### config.mk
export PLATFORM = sky130hd
export DESIGN_NAME = imem_loader
export DESIGN_NICKNAME = d
export VERILOG_FILES = /design/src/rtl/imem_loader.sv
export SDC_FILE = /design/constraint.sdc
export NUM_CORES = 1
export LEC_CHECK = 0
export ABC_AREA = 1
export CORE_MARGIN = 2
export CORE_UTILIZATION = 36
export DETAILED_ROUTE_END_ITERATION = 8
export DONT_BUFFER_PORTS = 1
export GPL_ROUTABILITY_DRIVEN = 1
export PLACE_DENSITY_LB_ADDON = 0.15
export SETUP_SLACK_MARGIN = 0.15
export SLEW_MARGIN = 20
export SYNTH_ARGS = -nofsm -noshare
export SYNTH_HDL_FRONTEND = slang
export SYNTH_SLANG_ARGS = --single-unit
### constraint.sdc
create_clock -name i_clk -period 1.76 [get_ports i_clk]
set_input_delay 0.352 -clock i_clk [delete_from_list [all_inputs] [get_ports i_clk]]
set_output_delay 0.352 -clock i_clk [all_outputs]
set_load 0.005 [all_outputs]
### src/rtl/imem_loader.sv
// Instruction-memory loader: parses a framed byte stream (SYNC, CNT_LO, CNT_HI,
// 4*CNT little-endian data bytes, XOR checksum) and writes words to IMEM from address 0.
module imem_loader #(
    parameter int          ADDR_W    = 6,
    parameter logic [7:0]  SYNC_BYTE = 8'hA5
) (
    input  logic              i_clk,
    input  logic              i_rst_n,
    input  logic              i_in_valid,
    input  logic [7:0]        i_in_data,
    output logic              o_in_ready,
    output logic              o_imem_we,
    output logic [ADDR_W-1:0] o_imem_addr,
    output logic [31:0]       o_imem_wdata,
    output logic              o_core_hold,
    output logic              o_done,
    output logic              o_err
);

    typedef enum logic [2:0] {
        S_IDLE, S_CNT_LO, S_CNT_HI, S_DATA, S_CSUM, S_DONE, S_ERR
    } state_t;

    localparam logic [16:0] CAP = 17'(1) << ADDR_W;

    state_t              r_state;
    logic                r_in_ready;
    logic                r_imem_we;
    logic [ADDR_W-1:0]   r_imem_addr;
    logic [31:0]         r_imem_wdata;
    logic                r_core_hold;
    logic                r_done;
    logic                r_err;
    logic [15:0]         r_cnt;
    logic [ADDR_W:0]     r_ptr;   // one extra bit so a full-capacity load never wraps
    logic [1:0]          r_bidx;
    logic [31:0]         r_word;
    logic [7:0]          r_xor;

    logic                w_acc;
    logic [15:0]         w_cnt;
    logic [ADDR_W:0]     w_ptr_inc;
    logic [31:0]         w_word;

    assign w_acc     = i_in_valid & r_in_ready;
    assign w_cnt     = {i_in_data, r_cnt[7:0]};
    assign w_ptr_inc = r_ptr + 1'b1;
    assign w_word    = {i_in_data, r_word[23:0]};

    always_ff @(posedge i_clk or negedge i_rst_n) begin
        if (!i_rst_n) begin
            r_state      <= S_IDLE;
            r_in_ready   <= 1'b0;
            r_imem_we    <= 1'b0;
            r_imem_addr  <= '0;
            r_imem_wdata <= '0;
            r_core_hold  <= 1'b1;
            r_done       <= 1'b0;
            r_err        <= 1'b0;
            r_cnt        <= '0;
            r_ptr        <= '0;
            r_bidx       <= '0;
            r_word       <= '0;
            r_xor        <= '0;
        end else begin
            r_in_ready <= 1'b1;
            r_imem_we  <= 1'b0;
            if (w_acc) begin
                case (r_state)
                    S_IDLE, S_DONE, S_ERR: begin
                        if (i_in_data == SYNC_BYTE) begin
                            r_state     <= S_CNT_LO;
                            r_done      <= 1'b0;
                            r_err       <= 1'b0;
                            r_core_hold <= 1'b1;
                        end
                    end
                    S_CNT_LO: begin
                        r_cnt[7:0] <= i_in_data;
                        r_xor      <= i_in_data;
                        r_state    <= S_CNT_HI;
                    end
                    S_CNT_HI: begin
                        r_cnt  <= w_cnt;
                        r_xor  <= r_xor ^ i_in_data;
                        r_ptr  <= '0;
                        r_bidx <= '0;
                        if ({1'b0, w_cnt} > CAP) begin
                            r_state     <= S_ERR;
                            r_err       <= 1'b1;
                            r_core_hold <= 1'b1;
                        end else if (w_cnt == 16'd0) begin
                            r_state <= S_CSUM;
                        end else begin
                            r_state <= S_DATA;
                        end
                    end
                    S_DATA: begin
                        r_xor                     <= r_xor ^ i_in_data;
                        r_word[{r_bidx, 3'b000} +: 8] <= i_in_data;
                        r_bidx                    <= r_bidx + 2'd1;
                        if (r_bidx == 2'd3) begin
                            r_imem_we    <= 1'b1;
                            r_imem_addr  <= r_ptr[ADDR_W-1:0];
                            r_imem_wdata <= w_word;
                            r_ptr        <= w_ptr_inc;
                            if (16'(w_ptr_inc) == r_cnt)
                                r_state <= S_CSUM;
                        end
                    end
                    S_CSUM: begin
                        if (i_in_data == r_xor) begin
                            r_state     <= S_DONE;
                            r_done      <= 1'b1;
                            r_core_hold <= 1'b0;
                        end else begin
                            r_state <= S_ERR;
                            r_err   <= 1'b1;
                        end
                    end
                    default: r_state <= S_IDLE;
                endcase
            end
        end
    end

    assign o_in_ready   = r_in_ready;
    assign o_imem_we    = r_imem_we;
    assign o_imem_addr  = r_imem_addr;
    assign o_imem_wdata = r_imem_wdata;
    assign o_core_hold  = r_core_hold;
    assign o_done       = r_done;
    assign o_err        = r_err;

endmodule

==> impl_metrics.ini <==
[run_status]
status = finished with violations
violations = hold timing

[route]
viasPerCell = 4.91
wl_per_cell_um = 16.1
num_vias = 3670
ant_nets = 0
drcViolationCount = 0
first_pass_iters = 4
drtIter0Drc = 173
wl_um = 12000

[clocking]
cts_made_buffers = 9
path_clk_slew_ps = 70
cts_tree = yes
cts-htree-levels = 3
cts_sinks = 103
cts.root.buffer_cell = clkbuf_16
clk_latency_ps = 360
clockBufferDepth = 2

[final_layout]
layout_commonest_cell = dfrtp_1
n_fill_cell = 1285
drive_gt1_frac = 0.290
nets = 588
final_cell_mix = dfrtp_1, nand2_1, inv_1
n_antenna_cell = 0
areaGrowthSynthToFinish_pct = 27.0

[job]
maxCapViolations = 0

[sta]
rsz0062_at_grt = true
min_period_ps = 1710
hold_violations = 103
fin_crit_sh = 0.974
finClkSkew_ps = 9.36
fmax_mhz = 583
timing.hold.ws_ps = -309
setup_viol = 0
finalSetupTns_ps = 0
fin_ws_ps = 45.7
maxSlewViolCount = 0

[floorplanning]
start_util = 0.372
die_x_um = 119
coreArea_sq_um = 12700
die-area_sq_um = 14100
rows = 41
die_y_um = 119
io_pins = 54

[place]
port_buffers = 0
dp_hpwl_um = 7500
routabilityCongestion = 0.845
dp_slack_ps = -42.7

[power]
leakagePower_nw = 2.84
p_total_mw = 9.47
ir_drop_mv = 0.587
p_per_area_nw_per_um2 = 1580
power.share.combinational = 0.354
p_sw_mw = 3.62
power.clock.fraction = 0.216
pwr-share-seq = 0.430
intPower_mw = 5.85
swShare = 0.383

[setup_path]
end_kind = flip-flop
cp-start-kind = flip-flop
worstSetupStartpoint = r_state[1]$_DFFE_PN0P_
crit_fanout = 8
critPathRequiredTime_ps = 2010
r2r_start = r_state[1]$_DFFE_PN0P_
rrSetupSlack_ps = 50
reg2reg_depth = 11
worstReg2RegEnd = r_word[6]$_DFFE_PN0P_
path_class = flip-flop to flip-flop
crit_arrival_ps = 1970

[yosys]
syn_area_sq_um = 4730
ys_ff_latch = 103
synth_cell_types = 32
yosysWarnings = 0
syn-num-nets = 557
synth_cells = 540
ys_seq_area_frac = 0.545
syn_avg_cell_area_sq_um = 8.76

[global_routing]
grt_usage = 0.164
grt_pass1_vias = 3421
grt_pass1_wl_um = 18000
antenna_found_initial = 0
grt_max_degree = 104
gr-total-overflow = 0

[hold_path]
hold_path_class = input port to async pin
==> flip-flops by register name, indices dropped and copies added, names as in the netlist <==
name and cells:
r_ptr 7, o_imem_wdata 32, r_cnt 16, o_imem_we 1, r_state 3, o_err 1, o_in_ready 1, r_bidx 2
o_done 1, o_imem_addr 6, o_core_hold 1, r_xor 8, r_word 24
==> kinds of logic after synthesis <==
kind of cell | synth area share
and+or+nand+nor | 0.210
AOI/OAI and AO/OA | 0.114
DFF | 0.545
buffers and inverters | 0.0820
xor gates and xnor gates | 0.0315
adders and majority gates | 0.0159
other | 0.000793
==> layout make-up <==
type | instances | area (sq um) | area share
clock buffer | 11 | 243 | 0.0404
clock inverter | 5 | 57.6 | 0.00958
inverter | 75 | 302 | 0.0502
multi-input combinational | 348 | 2210 | 0.368
sequential | 103 | 2580 | 0.430
tap | 172 | 215 | 0.0358
timing repair buffer | 34 | 397 | 0.0660
==> critical path, cell delays in order, from the launching register on <==
cell and delay (ps):
dfrtp_1 380, inv_2 70, nor2_4 110, inv_2 70, nor2_4 140, inv_4 60
nor2_8 200, clkinv_8 140, nor2_8 150, buf_12 140, buf_4 110, o21ai_2 40
==> power groups by stage <==
stage                     clock network (mW)  logic, mW  registers (mW)
final                                   2.05       3.35            4.07
after global routing                    2.20       3.81            4.19
after CTS                               2.11       2.70            3.97
after detailed placement                   0       2.59            4.00
after floorplan                            0       1.97            3.85
after global placement                     0       2.53            3.98
==> cell usage after synthesis, drive strengths merged <==
cell | count | share of area
nand2 | 127 | 0.10
dfrtp | 102 | 0.54
o21ai | 94 | 0.10
inv | 75 | 0.061
nand3 | 42 | 0.044
nor2 | 30 | 0.040
xor2 | 13 | 0.024
clkbuf | 9 | 0.0071
buf | 8 | 0.014
nand4 | 8 | 0.011
nor3 | 8 | 0.0085
ha | 6 | 0.016
o22ai | 5 | 0.0066
xnor2 | 4 | 0.0074
a21oi | 2 | 0.0021
a31oi | 1 | 0.0013
conb | 1 | 0.00079
dfstp | 1 | 0.0056
nor3b | 1 | 0.0026
o211ai | 1 | 0.0016
o21bai | 1 | 0.0016
or2 | 1 | 0.0013
==> worst max-delay path by stage <==
stage / endpoint / slack (ps) / cells after the start
global route: r_state[0]$_DFFE_PN0P_ / -70 / 13
detailed placement: r_state[0]$_DFFE_PN0P_ / -40 / 10
CTS: r_state[0]$_DFFE_PN0P_ / 60 / 10
floorplan: r_state[2]$_DFFE_PN0P_ / 160 / 10
finish: r_word[6]$_DFFE_PN0P_ / 50 / 11
global placement: r_state[1]$_DFFE_PN0P_ / 80 / 10
==> metal layers <==
| metal | global-route usage | wire (um) | up-vias |
|---|---|---|---|
| met3 | 0.0410 | 572 | 22 |
| met4 | 0.0945 | 342 | 0 |
| met1 | 0.222 | 5590 | 1769 |
| met2 | 0.236 | 5540 | 79 |
| li1 | - | - | 1800 |
| met5 | 0 | 0 | - |
==> timing repair <==
action,in CTS,in global routing
buffers inserted,3,11
gates cloned,0,7
hold endpoints to repair,103,103
setup endpoints to repair,33,75
gates resized for setup,7,180
pin swaps,1,22
==> through the flow <==
stage	area, sq um	hold WS [ps]	utilization	std cells
5_1_grt	6010	-328	0.472	748
2_1_floorplan	4730	56.4	-	540
6_report	6010	-309	0.472	748
4_1_cts	5330	-326	0.419	730
3_5_place_dp	4980	60.5	0.391	711
3_3_place_gp	4980	60.2	0.391	711
No activity file was read; power rests on OpenSTA's default activity.
